`config.mk`:
```
export PLATFORM = sky130hd
export DESIGN_NAME = phy_rx_sync_ctrl_flat
export DESIGN_NICKNAME = d
export VERILOG_FILES = /design/src/rtl/phy_rx_sync_ctrl_pkg.sv /design/src/rtl/phy_rx_sync_ctrl_if.sv /design/src/rtl/phy_rx_sync_ctrl_word_pack.sv /design/src/rtl/phy_rx_sync_ctrl.sv /design/src/flat_wrapper.sv
export SDC_FILE = /design/constraint.sdc
export NUM_CORES = 1
export LEC_CHECK = 0
export CORE_UTILIZATION = 49
export DETAILED_ROUTE_END_ITERATION = 10
export HOLD_SLACK_MARGIN = 0.1
export PLACE_DENSITY = 0.91
export SLEW_MARGIN = 20
export SYNTH_ARGS = -nofsm -noshare
export SYNTH_HDL_FRONTEND = slang
export SYNTH_SLANG_ARGS = --single-unit
```
`constraint.sdc`:
```
create_clock -name clk_32f -period 3.1 [get_ports clk_32f]
set_input_delay 0.465 -clock clk_32f [delete_from_list [all_inputs] [get_ports clk_32f]]
set_output_delay 0.465 -clock clk_32f [all_outputs]
set_load 0.01 [all_outputs]
```
`src/rtl/phy_rx_sync_ctrl_pkg.sv`:
```
// Shared types and constants for the PHY RX lane synchronisation controller.
// Latency: n/a (declarations only).
// Backpressure: n/a (declarations only).
package phy_rx_pkg;

  localparam int BYTE_W = 8;
  localparam int WORD_W = 32;

  // Alignment / idle character.
  localparam logic [BYTE_W-1:0] COMMA_BC = 8'hBC;

  typedef enum logic [1:0] {
    SEARCH = 2'd0,
    INIT   = 2'd1,
    ACTIVE = 2'd2
  } rx_state_e;

endpackage

```
`src/rtl/phy_rx_sync_ctrl_if.sv`:
```
// Lane-side bundle for phy_rx_sync_ctrl: enable and serial in, lock status and byte/word out.
// Latency: n/a (wiring only).
// Backpressure: none; consumers must take every byte_valid/word_valid pulse.
//
// Signals: en, ser_in (towards the controller); active, byte_out, byte_valid,
//          word_out, word_valid (from the controller).
// The master modport is the lane/consumer side, the slave modport is the controller.
interface phy_rx_sync_ctrl_if;
  import phy_rx_pkg::*;

  logic              en;
  logic              ser_in;
  logic              active;
  logic [BYTE_W-1:0] byte_out;
  logic              byte_valid;
  logic [WORD_W-1:0] word_out;
  logic              word_valid;

  modport master (
    output en, ser_in,
    input  active, byte_out, byte_valid, word_out, word_valid
  );

  modport slave (
    input  en, ser_in,
    output active, byte_out, byte_valid, word_out, word_valid
  );

endinterface

```
`src/rtl/phy_rx_sync_ctrl_word_pack.sv`:
```
// Packs delivered data bytes into 32-bit words, first byte in [31:24].
// Latency: word_valid one cycle after the 4th byte's byte_valid.
// Backpressure: none; a flush drops any partial word.
//
// Ports: clk_32f, reset (async, active high); byte_out_i/byte_valid_i delivered bytes;
//        flush_i discards a partial word; word_out_o/word_valid_o assembled word and pulse.
// Only built when PHY_RX_WORD_EN is defined.
`ifdef PHY_RX_WORD_EN
module phy_rx_word_pack
  import phy_rx_pkg::*;
(
  input  logic              clk_32f,
  input  logic              reset,
  input  logic [BYTE_W-1:0] byte_out_i,
  input  logic              byte_valid_i,
  input  logic              flush_i,
  output logic [WORD_W-1:0] word_out_o,
  output logic              word_valid_o
);

  logic [1:0]        idx_q;
  logic [WORD_W-1:0] word_q;
  logic              word_valid_q;

  always_ff @(posedge clk_32f or posedge reset) begin
    if (reset) begin
      idx_q        <= 2'd0;
      word_q       <= '0;
      word_valid_q <= 1'b0;
    end else begin
      word_valid_q <= 1'b0;
      if (flush_i) begin
        idx_q  <= 2'd0;
        word_q <= '0;
      end else if (byte_valid_i) begin
        case (idx_q)
          2'd0:    word_q[31:24] <= byte_out_i;
          2'd1:    word_q[23:16] <= byte_out_i;
          2'd2:    word_q[15:8]  <= byte_out_i;
          default: word_q[7:0]   <= byte_out_i;
        endcase
        idx_q        <= idx_q + 2'd1;
        word_valid_q <= (idx_q == 2'd3);
      end
    end
  end

  assign word_out_o   = word_q;
  assign word_valid_o = word_valid_q;

endmodule
`endif

```
`src/rtl/phy_rx_sync_ctrl.sv`:
```
// Per-lane RX sync: bit hunt for the comma, BC_REQ-comma lock, then byte delivery with comma idles dropped.
// Latency: byte_valid high the cycle after the edge sampling the byte's LSB; word_valid one cycle later.
// Backpressure: none; the serial stream cannot be stalled, pulses are at least 8 cycles apart.
//
// Ports: clk_32f bit clock, reset async active-high, rx (slave modport) carrying
//        en, ser_in, active, byte_out, byte_valid, word_out, word_valid.
// Macro PHY_RX_WORD_EN builds the word packer; otherwise word_out=0 and word_valid=0.
module phy_rx_sync_ctrl
  import phy_rx_pkg::*;
#(
  parameter int                BC_REQ = 4,        // 1..15
  parameter logic [BYTE_W-1:0] COMMA  = COMMA_BC
) (
  input  logic               clk_32f,
  input  logic               reset,
  phy_rx_sync_ctrl_if.slave  rx
);

  localparam logic [3:0] BC_REQ_L = 4'(BC_REQ);

  rx_state_e         state_q, state_d;
  logic [BYTE_W-1:0] sr_q, nsr;
  logic [2:0]        bit_cnt_q, bit_cnt_d;
  logic [3:0]        bc_cnt_q, bc_cnt_d;
  logic [BYTE_W-1:0] byte_out_q, byte_out_d;
  logic              byte_valid_q, byte_valid_d;
  logic              active_q;
  logic              boundary;

  // The byte being completed this cycle includes the incoming bit.
  assign nsr      = {sr_q[BYTE_W-2:0], rx.ser_in};
  assign boundary = (bit_cnt_q == 3'd7);

  always_comb begin
    state_d      = state_q;
    bit_cnt_d    = bit_cnt_q;
    bc_cnt_d     = bc_cnt_q;
    byte_out_d   = byte_out_q;
    byte_valid_d = 1'b0;

    // Enable low overrides comma detection and delivery in the same cycle.
    if (!rx.en) begin
      state_d   = SEARCH;
      bit_cnt_d = 3'd0;
      bc_cnt_d  = 4'd0;
    end else begin
      case (state_q)
        SEARCH: begin
          if (nsr == COMMA) begin
            bit_cnt_d = 3'd0;
            bc_cnt_d  = 4'd1;
            state_d   = (BC_REQ_L == 4'd1) ? ACTIVE : INIT;
          end
        end
        INIT: begin
          bit_cnt_d = bit_cnt_q + 3'd1;
          if (boundary) begin
            if (nsr == COMMA) begin
              bc_cnt_d = bc_cnt_q + 4'd1;
              if (bc_cnt_d == BC_REQ_L) state_d = ACTIVE;
            end else begin
              bc_cnt_d = 4'd0;
              state_d  = SEARCH;
            end
          end
        end
        ACTIVE: begin
          bit_cnt_d = bit_cnt_q + 3'd1;
          // Commas at a byte boundary are idle fill, even inside a data run.
          if (boundary && (nsr != COMMA)) begin
            byte_out_d   = nsr;
            byte_valid_d = 1'b1;
          end
        end
        default: begin
          state_d   = SEARCH;
          bit_cnt_d = 3'd0;
          bc_cnt_d  = 4'd0;
        end
      endcase
    end
  end

  always_ff @(posedge clk_32f or posedge reset) begin
    if (reset) begin
      state_q      <= SEARCH;
      sr_q         <= '0;
      bit_cnt_q    <= 3'd0;
      bc_cnt_q     <= 4'd0;
      byte_out_q   <= '0;
      byte_valid_q <= 1'b0;
      active_q     <= 1'b0;
    end else begin
      state_q      <= state_d;
      sr_q         <= nsr;
      bit_cnt_q    <= bit_cnt_d;
      bc_cnt_q     <= bc_cnt_d;
      byte_out_q   <= byte_out_d;
      byte_valid_q <= byte_valid_d;
      active_q     <= (state_d == ACTIVE);
    end
  end

  assign rx.active     = active_q;
  assign rx.byte_out   = byte_out_q;
  assign rx.byte_valid = byte_valid_q;

`ifdef PHY_RX_WORD_EN
  logic [WORD_W-1:0] word_out;
  logic              word_valid;

  phy_rx_word_pack u_word_pack (
    .clk_32f      (clk_32f),
    .reset        (reset),
    .byte_out_i   (byte_out_q),
    .byte_valid_i (byte_valid_q),
    .flush_i      (!active_q || !rx.en),
    .word_out_o   (word_out),
    .word_valid_o (word_valid)
  );

  assign rx.word_out   = word_out;
  assign rx.word_valid = word_valid;
`else
  assign rx.word_out   = '0;
  assign rx.word_valid = 1'b0;
`endif

endmodule
```
`src/flat_wrapper.sv`:
```
// flat-port wrapper written by rule: the top's interface ports become plain ports
module phy_rx_sync_ctrl_flat import phy_rx_pkg::*;
#(
  parameter int                BC_REQ = 4,                
  parameter logic [BYTE_W-1:0] COMMA  = COMMA_BC
)
  (clk_32f, reset, rx_en, rx_ser_in, rx_active, rx_byte_out, rx_byte_valid, rx_word_out, rx_word_valid);
  phy_rx_sync_ctrl_if rx_i ();
  input  logic clk_32f;
  input  logic reset;
  input wire logic [$bits(rx_i.en)-1:0] rx_en;
  input wire logic [$bits(rx_i.ser_in)-1:0] rx_ser_in;
  output wire logic [$bits(rx_i.active)-1:0] rx_active;
  output wire logic [$bits(rx_i.byte_out)-1:0] rx_byte_out;
  output wire logic [$bits(rx_i.byte_valid)-1:0] rx_byte_valid;
  output wire logic [$bits(rx_i.word_out)-1:0] rx_word_out;
  output wire logic [$bits(rx_i.word_valid)-1:0] rx_word_valid;
  assign rx_i.en = rx_en;
  assign rx_i.ser_in = rx_ser_in;
  assign rx_active = rx_i.active;
  assign rx_byte_out = rx_i.byte_out;
  assign rx_byte_valid = rx_i.byte_valid;
  assign rx_word_out = rx_i.word_out;
  assign rx_word_valid = rx_i.word_valid;
  phy_rx_sync_ctrl #(.BC_REQ(BC_REQ), .COMMA(COMMA)) u_core (.clk_32f(clk_32f), .reset(reset), .rx(rx_i));
endmodule
```
==> flow_summary.yaml <==
worst_hold_path:
  min_from: "u_core.sr_q[0]$_DFF_PP0_"
  hp-class: "flop to flop"
  hold-path-endpoint: "u_core.sr_q[1]$_DFF_PP0_"
  min_path_cells: 0
finish:
  most-common-layout-cells: "33 x conb_1, 26 x dfrtp_1, 13 x clkdlybuf4s50_1"
  drive_gt1_share_pct: 14.7
  area_delta_synth_final_pct: 4.55
  final_util_pct: 55.4
  layout_commonest_cell: "conb_1"
  fillCellCount: 238
  finalNetCount: 163
  num_antenna_cells: 0
clock_tree:
  htree_levels: 1
  path_clk_slew_ns: 0.14
  cts_tree: "done"
  cts_resized: 0
  clock_sinks: 26
  cts_root_buf: "clkbuf_4"
  clk_latency_ns: 0.34
  cts_hold_buf: 0
  cts-buffers-inserted: 3
  cts_buffer_depth: 2
  cts_setup_buffers: 0
sta:
  setup_slack_ns: 1.24
  setup_viol: 0
  max_freq_mhz: 538
  grt_setup_unrepaired: "false"
  slew-limit-headroom_pct: 37.0
  tightest_slew_ns: 0.944
  final.period_utilization_pct: 59.9
  period_minus_slack_ns: 1.86
  slew_violations: 0
  tns_ns: 0
  fin_skew_ns: 0.00987
  hold_viol: 0
power:
  p_leak_uw: 0.000784
  switchingPower_uw: 138
  cellPowerDensity_nw_per_um2: 363
  seq_power_share_pct: 62.2
  p_comb_share_pct: 7.1
  netSwitchingFraction_pct: 24.5
  vdd.ir_drop.worst_mv: 0.137
  pwr-share-clk_pct: 30.8
  internal_power_uw: 426
place:
  gp_congestion: 0.764
  dpl_worst_slack_ns: 0.909
  hpwl_um: 1760
  io_buffers: 13
worst_setup_path:
  critPathLaunchType: "flop"
  worstReg2RegEnd: "u_core.rx.active$_DFF_PP0_"
  reg2reg_depth: 6
  path_max_fanout: 6
  rrSetupSlack_ns: 1.24
  critical_path_class: "flop to flop"
  crit_required_ns: 3.35
  reg2reg_from: "u_core.bc_cnt_q[0]$_DFFE_PP0P_"
  endpoint_kind: "flop"
  cp_data_arrival_time_ns: 2.11
global_routing:
  grt_pass1_vias: 871
  met2_usage_pct: 27.7
  busiest_layer: "met2"
  gr-total-overflow: 0
  antenna_found_initial: 0
  met1_usage_pct: 16.3
  grt_pass1_wl_um: 3750
  grtUsageMet3_pct: 2.04
  grt_start_max_net_pins: 27
  grt_use_total_pct: 15.1
floorplanning:
  core_um2: 2810
  dieWidth_um: 57.1
  dieArea_um2: 3260
  io_pins: 47
  die_y_um: 57.1
  rows: 19
  start_util_pct: 52.9
detailed_routing:
  drc: 7
  postRouteAntennaNets: 0
  drt-initial-drc-count: 21
  vias: 904
  routed_wl_um: 2270
  drt-vias-per-instance: 4.99
  wl_per_cell_um: 12.5
  dr.pass1.iters: 7
logic_synthesis:
  syn-cell-area_um2: 1490
  yosysSeqAreaShare_pct: 43.8
  syn_area_per_cell_um2: 11.0
  yosys.cell_types.count: 37
  ys_ff_latch: 26
  synth_cells: 135
  synth_warnings: 0
status:
  outcome: "finished with violations"
  violations: "DRC"
flow_run:
  drv_cap: 0
[state kept, by name, summed over array words and instances, names as in the netlist]
register	cells
u_core.rx.byte_out	8
u_core.sr_q	7
u_core.bc_cnt_q	4
u_core.bit_cnt_q	3
u_core.state_q	2
u_core.rx.active	1
u_core.rx.byte_valid	1
[through the flow]
stage          std cells  power [uW]  instance area, um^2  hold slack (ns)
2_1_floorplan        167         419                 1610            0.363
3_3_place_gp         177         395                 1520            0.377
3_5_place_dp         177         397                 1520            0.390
4_1_cts              181         566                 1550            0.420
5_1_grt              181         584                 1550            0.437
6_report             181         564                 1550            0.416
[metal layers]
layer / part of all wire [%] / routed length (um)
met1: 42 / 946
met2: 51 / 1170
met3: 3.9 / 89
met4: 2.9 / 65
met5: 0 / 0
[cells in the mapped netlist, drive strengths merged]
cell / number / area share, %
nand3: 4 / 1.7
inv: 6 / 1.5
a21oi: 1 / 0.34
mux2: 8 / 6.1
o31ai: 1 / 0.84
and3: 1 / 0.51
ha: 8 / 6.7
and2: 2 / 0.93
o21ba: 1 / 0.67
and3b: 1 / 0.59
o21ai: 7 / 2.4
o31a: 1 / 0.59
a21boi: 5 / 3.5
a211oi: 1 / 0.51
nand2: 8 / 2.0
and4b: 1 / 0.93
nor2: 4 / 1.0
a211o: 1 / 0.59
o211ai: 1 / 0.51
nand4: 2 / 0.84
and4bb: 1 / 1.1
conb: 1 / 0.25
nand2b: 4 / 2.2
a2bb2oi: 1 / 0.59
nand3b: 1 / 0.51
a21o: 1 / 0.51
clkdlybuf4s18: 1 / 0.67
dfrtp: 26 / 44
buf: 33 / 17
nor3: 1 / 0.34
a41oi: 1 / 0.59
[layout make-up]
| cell class | count | area [um^2] | share of cell area (%) |
|---|---|---|---|
| multi-input cells | 101 | 674 | 43.4 |
| flip-flops and latches | 26 | 651 | 41.9 |
| repair buffers | 13 | 130 | 8.38 |
| well taps | 31 | 38.8 | 2.50 |
| clock buffers | 4 | 36.3 | 2.34 |
| inverters | 6 | 22.5 | 1.45 |
[worst max-delay path: stages, from the launching register on]
cell and delay (ns):
dfrtp_1 0.46, ha_1 0.26, nand2b_1 0.16, o211ai_1 0.25
nand4_1 0.13, a211o_1 0.28, a211oi_1 0.24
[power by group through the flow]
stage / Sequential [uW] / Clock, uW / Combinational (uW)
5_1_grt: 352 / 188 / 44.7
2_1_floorplan: 355 / 0 / 63.7
6_report: 351 / 174 / 39.9
4_1_cts: 351 / 176 / 39.6
3_3_place_gp: 357 / 0 / 38.2
3_5_place_dp: 357 / 0 / 39.6
[how the worst max path moves through the flow]
| stage | start | endpoint | slack, ns | cells after the start |
|---|---|---|---|---|
| 6_report | u_core.bc_cnt_q[0]$_DFFE_PP0P_ | u_core.rx.active$_DFF_PP0_ | 1.24 | 6 |
| 5_1_grt | u_core.bc_cnt_q[0]$_DFFE_PP0P_ | u_core.rx.active$_DFF_PP0_ | 1.17 | 6 |
| 4_1_cts | u_core.bc_cnt_q[0]$_DFFE_PP0P_ | u_core.rx.active$_DFF_PP0_ | 1.24 | 6 |
| 3_5_place_dp | rx_ser_in | u_core.bc_cnt_q[3]$_DFFE_PP0P_ | 0.91 | 6 |
| 3_3_place_gp | rx_ser_in | u_core.bc_cnt_q[3]$_DFFE_PP0P_ | 0.97 | 6 |
| 2_1_floorplan | rx_ser_in | u_core.bc_cnt_q[3]$_DFFE_PP0P_ | 1.46 | 5 |
[kinds of logic (layout without fill, tap and decap cells)]
family,after synthesis,count (layout),synth area share [%]
buffers and inverters,40,23,18.9
DFF,26,26,43.8
and+or+nand+nor,30,30,12.6
muxes,8,8,6.07
AOI/OAI and AO/OA,22,22,11.6
other,1,33,0.252
adders and majority gates,8,8,6.74
Power figures use the tool's default switching activity.
